`config.mk`:
```
export PLATFORM = sky130hd
export DESIGN_NAME = imem_program_loader
export DESIGN_NICKNAME = d
export VERILOG_FILES = /design/src/rtl/imem_program_loader_pkg.sv /design/src/rtl/imem_program_loader_byte_packer.sv /design/src/rtl/imem_program_loader.sv
export SDC_FILE = /design/constraint.sdc
export NUM_CORES = 1
export LEC_CHECK = 0
export ABC_CLOCK_PERIOD_IN_PS = 4600
export CORE_UTILIZATION = 44
export CTS_CLUSTER_SIZE = 30
export DETAILED_ROUTE_END_ITERATION = 6
export PLACE_DENSITY = 0.7
export SLEW_MARGIN = 15
export SYNTH_ARGS = -nofsm -noshare
export SYNTH_HDL_FRONTEND = slang
export SYNTH_SLANG_ARGS = --single-unit
```
`constraint.sdc`:
```
create_clock -name i_clk -period 4.6 [get_ports i_clk]
set_input_delay 0.92 -clock i_clk [delete_from_list [all_inputs] [get_ports i_clk]]
set_output_delay 0.92 -clock i_clk [all_outputs]
set_load 0.05 [all_outputs]
```
`src/rtl/imem_program_loader_pkg.sv`:
```
// Shared definitions for the instruction-memory program loader.
// Holds the state encodings, the byte/word geometry and the packer index width.
package imem_program_loader_pkg;

  localparam int unsigned BYTE_W         = 8;
  localparam int unsigned WORD_W         = 32;
  localparam int unsigned BYTES_PER_WORD = 4;
  localparam int unsigned IDX_W          = 2;

  // Loader FSM encodings
  localparam logic [2:0] ST_IDLE    = 3'd0;
  localparam logic [2:0] ST_COLLECT = 3'd1;
  localparam logic [2:0] ST_WRITE   = 3'd2;
  localparam logic [2:0] ST_DONE    = 3'd3;
  localparam logic [2:0] ST_ERROR   = 3'd4;

endpackage

```
`src/rtl/imem_program_loader_byte_packer.sv`:
```
// Assembles four bytes into one big-endian 32-bit word, first byte in [31:24].
// Ports:
//   i_clk, i_rst      clock, asynchronous active-high reset
//   i_clear           drop any partial word and restart at byte 0 (wins over i_load)
//   i_load            store i_byte at the current byte position and advance
//   i_byte            incoming byte
//   o_index           position the next loaded byte will take (0..3)
//   o_word            assembled word register
module imem_program_loader_byte_packer
  import imem_program_loader_pkg::*;
(
  input  logic              i_clk,
  input  logic              i_rst,
  input  logic              i_clear,
  input  logic              i_load,
  input  logic [BYTE_W-1:0] i_byte,
  output logic [IDX_W-1:0]  o_index,
  output logic [WORD_W-1:0] o_word
);

  logic [IDX_W-1:0]  r_index;
  logic [WORD_W-1:0] r_word;

  // Byte lane selected by position; index wraps to 0 after the 4th byte
  always_ff @(posedge i_clk or posedge i_rst) begin
    if (i_rst) begin
      r_index <= '0;
      r_word  <= '0;
    end else if (i_clear) begin
      r_index <= '0;
      r_word  <= '0;
    end else if (i_load) begin
      case (r_index)
        2'd0:    r_word[31:24] <= i_byte;
        2'd1:    r_word[23:16] <= i_byte;
        2'd2:    r_word[15:8]  <= i_byte;
        default: r_word[7:0]   <= i_byte;
      endcase
      r_index <= r_index + IDX_W'(1);
    end
  end

  assign o_index = r_index;
  assign o_word  = r_word;

endmodule

```
`src/rtl/imem_program_loader.sv`:
```
// Instruction-memory writer: packs a valid/ready byte stream into big-endian words,
// writes them to consecutive word addresses and holds the core in reset until the
// image is complete.
// Ports:
//   i_clk, i_reset   clock, asynchronous active-high reset
//   i_start          begin/restart a load (honoured in IDLE, DONE, ERROR)
//   i_byte_in        image byte; i_byte_valid qualifies it, i_last_byte marks the final one
//   o_byte_ready     loader accepts a byte this cycle
//   o_wr_en          one-cycle write strobe with o_wr_addr / o_wr_data
//   o_core_reset     holds the pipeline core in reset
//   o_done           image loaded, core released
//   o_error          partial final word or overflow
//   o_word_count     words written in the current load
module imem_program_loader
  import imem_program_loader_pkg::*;
#(
  parameter int unsigned DEPTH_WORDS = 128,
  parameter int unsigned ADDR_W      = 7
) (
  input  logic              i_clk,
  input  logic              i_reset,
  input  logic              i_start,
  input  logic [BYTE_W-1:0] i_byte_in,
  input  logic              i_byte_valid,
  input  logic              i_last_byte,
  output logic              o_byte_ready,
  output logic              o_wr_en,
  output logic [ADDR_W-1:0] o_wr_addr,
  output logic [WORD_W-1:0] o_wr_data,
  output logic              o_core_reset,
  output logic              o_done,
  output logic              o_error,
  output logic [ADDR_W:0]   o_word_count
);

  localparam int unsigned    CNT_W    = ADDR_W + 1;
  localparam logic [IDX_W-1:0] LAST_IDX = IDX_W'(BYTES_PER_WORD - 1);

  logic [2:0]        r_state;
  logic [2:0]        w_state_nxt;
  logic              r_byte_ready;
  logic              r_wr_en;
  logic [ADDR_W-1:0] r_wr_addr;
  logic              r_core_reset;
  logic              r_done;
  logic              r_error;
  logic [CNT_W-1:0]  r_word_count;
  logic              r_last_word;

  logic              w_accept;
  logic              w_pk_clear;
  logic              w_pk_load;
  logic              w_cnt_clear;
  logic [IDX_W-1:0]  w_pk_index;
  logic [WORD_W-1:0] w_pk_word;

  // Ready mirrors the COLLECT state, so acceptance needs only the registered ready
  assign w_accept = i_byte_valid & r_byte_ready;

  imem_program_loader_byte_packer u_packer (
    .i_clk   (i_clk),
    .i_rst   (i_reset),
    .i_clear (w_pk_clear),
    .i_load  (w_pk_load),
    .i_byte  (i_byte_in),
    .o_index (w_pk_index),
    .o_word  (w_pk_word)
  );

  // State register
  always_ff @(posedge i_clk or posedge i_reset) begin
    if (i_reset) r_state <= ST_IDLE;
    else         r_state <= w_state_nxt;
  end

  // Next state and packer/counter controls
  always_comb begin
    w_state_nxt = r_state;
    w_pk_clear  = 1'b0;
    w_pk_load   = 1'b0;
    w_cnt_clear = 1'b0;
    case (r_state)
      ST_IDLE, ST_DONE, ST_ERROR: begin
        if (i_start) begin
          w_state_nxt = ST_COLLECT;
          w_pk_clear  = 1'b1;
          w_cnt_clear = 1'b1;
        end
      end
      ST_COLLECT: begin
        if (w_accept) begin
          if (r_word_count == CNT_W'(DEPTH_WORDS)) begin
            // Memory already full: any further byte is an overflow
            w_state_nxt = ST_ERROR;
            w_pk_clear  = 1'b1;
          end else if (i_last_byte && (w_pk_index != LAST_IDX)) begin
            // Image ends mid-word
            w_state_nxt = ST_ERROR;
            w_pk_clear  = 1'b1;
          end else begin
            w_pk_load = 1'b1;
            if (w_pk_index == LAST_IDX) w_state_nxt = ST_WRITE;
          end
        end
      end
      ST_WRITE: begin
        w_state_nxt = r_last_word ? ST_DONE : ST_COLLECT;
      end
      default: begin
        w_state_nxt = ST_IDLE;
      end
    endcase
  end

  // Outputs are registered from the next state so they line up with the state they describe
  always_ff @(posedge i_clk or posedge i_reset) begin
    if (i_reset) begin
      r_byte_ready <= 1'b0;
      r_wr_en      <= 1'b0;
      r_wr_addr    <= '0;
      r_core_reset <= 1'b1;
      r_done       <= 1'b0;
      r_error      <= 1'b0;
      r_word_count <= '0;
      r_last_word  <= 1'b0;
    end else begin
      r_byte_ready <= (w_state_nxt == ST_COLLECT);
      r_wr_en      <= (w_state_nxt == ST_WRITE);
      r_core_reset <= (w_state_nxt != ST_DONE);
      r_done       <= (w_state_nxt == ST_DONE);
      r_error      <= (w_state_nxt == ST_ERROR);

      if (w_cnt_clear)              r_word_count <= '0;
      else if (r_state == ST_WRITE) r_word_count <= r_word_count + CNT_W'(1);

      // Capture address and end-of-image flag as the 4th byte is accepted
      if ((r_state == ST_COLLECT) && (w_state_nxt == ST_WRITE)) begin
        r_wr_addr   <= r_word_count[ADDR_W-1:0];
        r_last_word <= i_last_byte;
      end
    end
  end

  assign o_byte_ready = r_byte_ready;
  assign o_wr_en      = r_wr_en;
  assign o_wr_addr    = r_wr_addr;
  assign o_wr_data    = w_pk_word;
  assign o_core_reset = r_core_reset;
  assign o_done       = r_done;
  assign o_error      = r_error;
  assign o_word_count = r_word_count;

endmodule
```
==> results by stage <==
Run:
- The tool flagged a number of max-cap violations equal to 0.

Timing:
- Across all hold checks on the routed design, the worst slack comes to 0.5089 ns.
- The final-report setup violation count is 0.
- Setup repair after global routing left no endpoint under its margin.
- The number of failing hold endpoints at the final stage is 0.
- Headroom to the max-slew limit came out at 39.87%.
- Derived from the worst setup path, the maximum achievable clock frequency is 347.9 MHz.
- The slew at the pin with the worst max-slew slack is 0.9019 ns.
- The final sum of negative setup slack is 0 ns.
- For the final database, setup skew stands at 0.009698 ns.
- The final critical delay including setup and external delays is 2.874 ns.
- The share of the clock period used by the worst path is 62.48%.
- The max-slew violation count is 0.

Layout:
- The net count of the finished layout is 346.
- The share of post-route cells with drive strength above 1 is 11.78%.
- The number of antenna diodes in the final layout is 0.
- Relative to the synthesized area, the layout overhead comes to 29.73%.

Global routing:
- For this run, the total global-route usage over all layers was measured as 22.21%.
- The via count of the first global-routing pass is 2,162.
- The global-route wire length before repair is 10.76 mm.
- Entering global routing, the biggest net connects 35 pins.
- The global route total overflow is 0.
- The number of antenna violations at the first check in global routing is 0.

Floorplan:
- The site row count is 28.
- The horizontal die dimension is 81.33 um.
- Once the floorplan was initialized, standard cells occupied 46.22% of the core.
- The height of the die is 81.33 um.
- During I/O placement, the number of pins put on the boundary was 65.
- The core outline area is 5991 um2.
- The floorplan step defined a die boundary enclosing 6615 um2.

Clock tree:
- TritonCTS built the clock tree.
- The CTS clock-pin slew for the worst setup and hold paths is 0.06 ns.
- The total number of H-tree levels is 3.
- The number of buffers inserted during clock tree synthesis is 9.
- Once the clock tree was built, the setup fixing pass inserted 0 buffers.
- The number of sinks driven by the clock tree is 58.
- The number of hold-repair buffers added at the cts stage is 0.
- The post-cts gate resize count is 0.
- The number of buffers on the longest clock path is 2.
- The later-pin clock latency in the skew report is 0.34 ns.
- The root buffer selected by CTS is clkbuf_8.

Logic synthesis:
- By count the netlist is led by 57 x dfrtp_1, 39 x a21oi_1, 35 x nand3_1.
- The sequential area share after synthesis is 52.46%.
- The area fraction of the dominant cell type after synthesis is 51.51%.
- The synthesized design spends more area on one cell type than any other, namely dfrtp_1.
- After synthesis, the share of flip-flops with an asynchronous set or reset is 100.0%.
- The synthesized design contains 0 enable-type register cells.
- By area the synthesized netlist is led by dfrtp_1 52%, a21oi_1 7.0%, nand3_1 6.3%, o21ai_1 4.0%, mux2_2 3.3%.
- The flip-flop and latch count after synthesis is 58.
- The most common cell in the synthesized netlist is dfrtp_1.
- When the netlist entered floorplanning its net count stood at 285.
- In this run the mean area of a mapped cell was 10.41 um2.
- The gate count after technology mapping is 266.
- In this run, distinct cell masters in the synthesized netlist total 39.
- The mapped netlist covers 2769 um2.
- Among all flip-flop cells after synthesis, the most frequent one is dfrtp_1.
- For this run, the number of Yosys warnings is 0.

Outcome:
- The flow ran to the end, and the final reports show no timing, DRC or antenna violations.

Routing:
- The detailed-route vias per instance is 5.552.
- Detailed routing inserted a total of 2,254 vias.
- The average detailed-routed wire length per instance is 16.30 um.
- The number of detailed-routing iterations run before antenna repair is 5.
- The DRC violation count after routing is 0.
- After the first detailed-routing iteration, the DRC count stood at 137.
- The detail route stage leaves a number of antenna-violating nets equal to 0.
- The post-detailed-routing wire length is 6.619 mm.

Critical path:
- STA classifies the critical path startpoint as a primary input.
- The number of buffers and inverters on the critical path is 1.
- The capture point of the worst reg-to-reg path is o_byte_ready.
- STA puts the critical path data arrival time at 3.04 ns.
- The critical path goes through clkdlybuf4s50_1 -> nand2_1 -> or3_4 -> o22ai_4 -> a21oi_1.
- The number of cells on the worst reg-to-reg path is 6.
- The required time reported for the critical path endpoint is 4.77 ns.
- The termination of the worst setup path is u_packer.o_word[6].
- In this run the number of cells on the critical path is 5.
- The cell family contributing the most delay on the critical path is simple AND/OR/NAND/NOR gates.
- Across all register-to-register paths, the minimum setup slack is 2.24 ns.
- The largest individual stage delay along the critical path comes from the cell o22ai_4.
- STA classifies the critical path endpoint as a register.
- The worst setup path is of the in2reg kind.
- In this run the critical register-to-register path is launched from o_word_count[0].
- The largest fanout of any net on the critical path is 34.
- The highest cell delay on the worst timing path is 0.69 ns.
- The source of the critical timing path is i_byte_valid.

Power and ir drop:
- The largest voltage drop on the vdd net is 212.6 uV.
- In this run the static leakage power is 1.509 nW.
- The power per unit of standard cell area is 440.5 nW/um2.

Place:
- After legalization and detailed placement, the total HPWL measured 4.546 mm.
- At the end of routability-driven placement, the weighted congestion stood at 0.7831.
- In this run the tool buffered the top-level ports with 64 buffer cells.

Worst hold path:
- The path category of the worst min-delay check is reg2reg.
-- layer usage --
metal | up-vias | share of wire, % | GRT usage, %
li1 | 1075 | - | -
met1 | 1098 | 45 | 29.80
met2 | 72 | 47 | 34.17
met3 | 9 | 6.6 | 5.281
met4 | 0 | 1.4 | 9.643
met5 | - | 0 | 0
-- how the worst min path moves through the flow --
stage	cells past startpoint	end	slack (ns)	from
CTS	1	o_wr_addr[0]	0.51	o_wr_addr[0]
finish	1	r_last_word	0.51	r_last_word
floorplan	1	r_last_word	0.48	r_last_word
global route	1	o_wr_addr[0]	0.52	o_wr_addr[0]
detailed placement	1	o_wr_addr[0]	0.50	o_wr_addr[0]
global placement	1	r_last_word	0.49	r_last_word
-- power by group --
group / internal, mW / switching, mW
sequential: 0.571 / 0.0459
combinational: 0.172 / 0.382
clock: 0.219 / 0.192
-- cell type report --
type / count / area, um2
timing repair buffer: 67 / 663.1
tap: 75 / 93.84
clock inverter: 3 / 15.01
multi-input combinational: 184 / 1186
fill: 540 / 2399
clock buffer: 12 / 155.1
inverter: 7 / 26.28
sequential: 58 / 1453
-- cells by family (layout without fill, tap and decap cells) --
logic type / count (synthesis) / after routing / synth area share (%)
flip-flops: 58 / 58 / 52.46
AO/OA/AOI/OAI: 81 / 81 / 15.95
buffers and inverters: 24 / 89 / 4.700
multiplexers: 8 / 8 / 3.254
AND/OR/NAND/NOR: 82 / 82 / 18.71
adder cells (fa/ha/maj): 6 / 6 / 2.711
XOR/XNOR: 7 / 7 / 2.214
-- through the flow --
stage / instances / worst slack (ns) / utilization, % / power [mW] / instance area [um2]
final: 406 / 1.726 / 59.96 / 1.583 / 3592
after global routing: 406 / 1.568 / 59.96 / 1.669 / 3592
after CTS: 406 / 1.728 / 59.96 / 1.599 / 3592
after detailed placement: 391 / 1.358 / 57.12 / 1.185 / 3422
after global placement: 391 / 1.400 / 57.12 / 1.175 / 3422
after floorplan: 266 / 2.254 / - / 1.042 / 2769
-- cell usage in the layout, fill, tap and decap left out --
master and n:
a211oi_1 1, or3_4 1, clkbuf_1 1, buf_4 3, and3b_1 1, a21oi_1 39, dfrtp_1 57, and3_1 2
a32oi_1 1, nor4bb_4 1, a21bo_2 1, or4_1 4, o21ai_1 22, nand2b_1 4, nor3_1 2, or2_2 1
clkbuf_8 11, ha_1 6, nand3_1 35, nor4_4 3, nor2_1 13, o21ai_0 13, clkdlybuf4s50_1 64, nand4_1 4
a21boi_0 1, xor2_1 6, nor3b_2 1, nor4_1 1, and2_0 1, inv_2 1, nor2_8 1, inv_1 6
nor2b_1 2, mux2_2 8, o21ai_2 2, o22ai_4 1, nand2_1 5, xnor2_1 1, dfstp_2 1, clkinv_2 3
-- sequential cells by signal, summed over array words and instances, names as in the netlist --
register / flops
o_wr_addr: 7
o_done: 1
u_packer.o_index: 2
o_wr_en: 1
r_last_word: 1
o_core_reset: 1
r_state: 3
o_error: 1
u_packer.o_word: 32
o_byte_ready: 1
o_word_count: 8
Note: power is estimated with default switching activity, not from simulation.
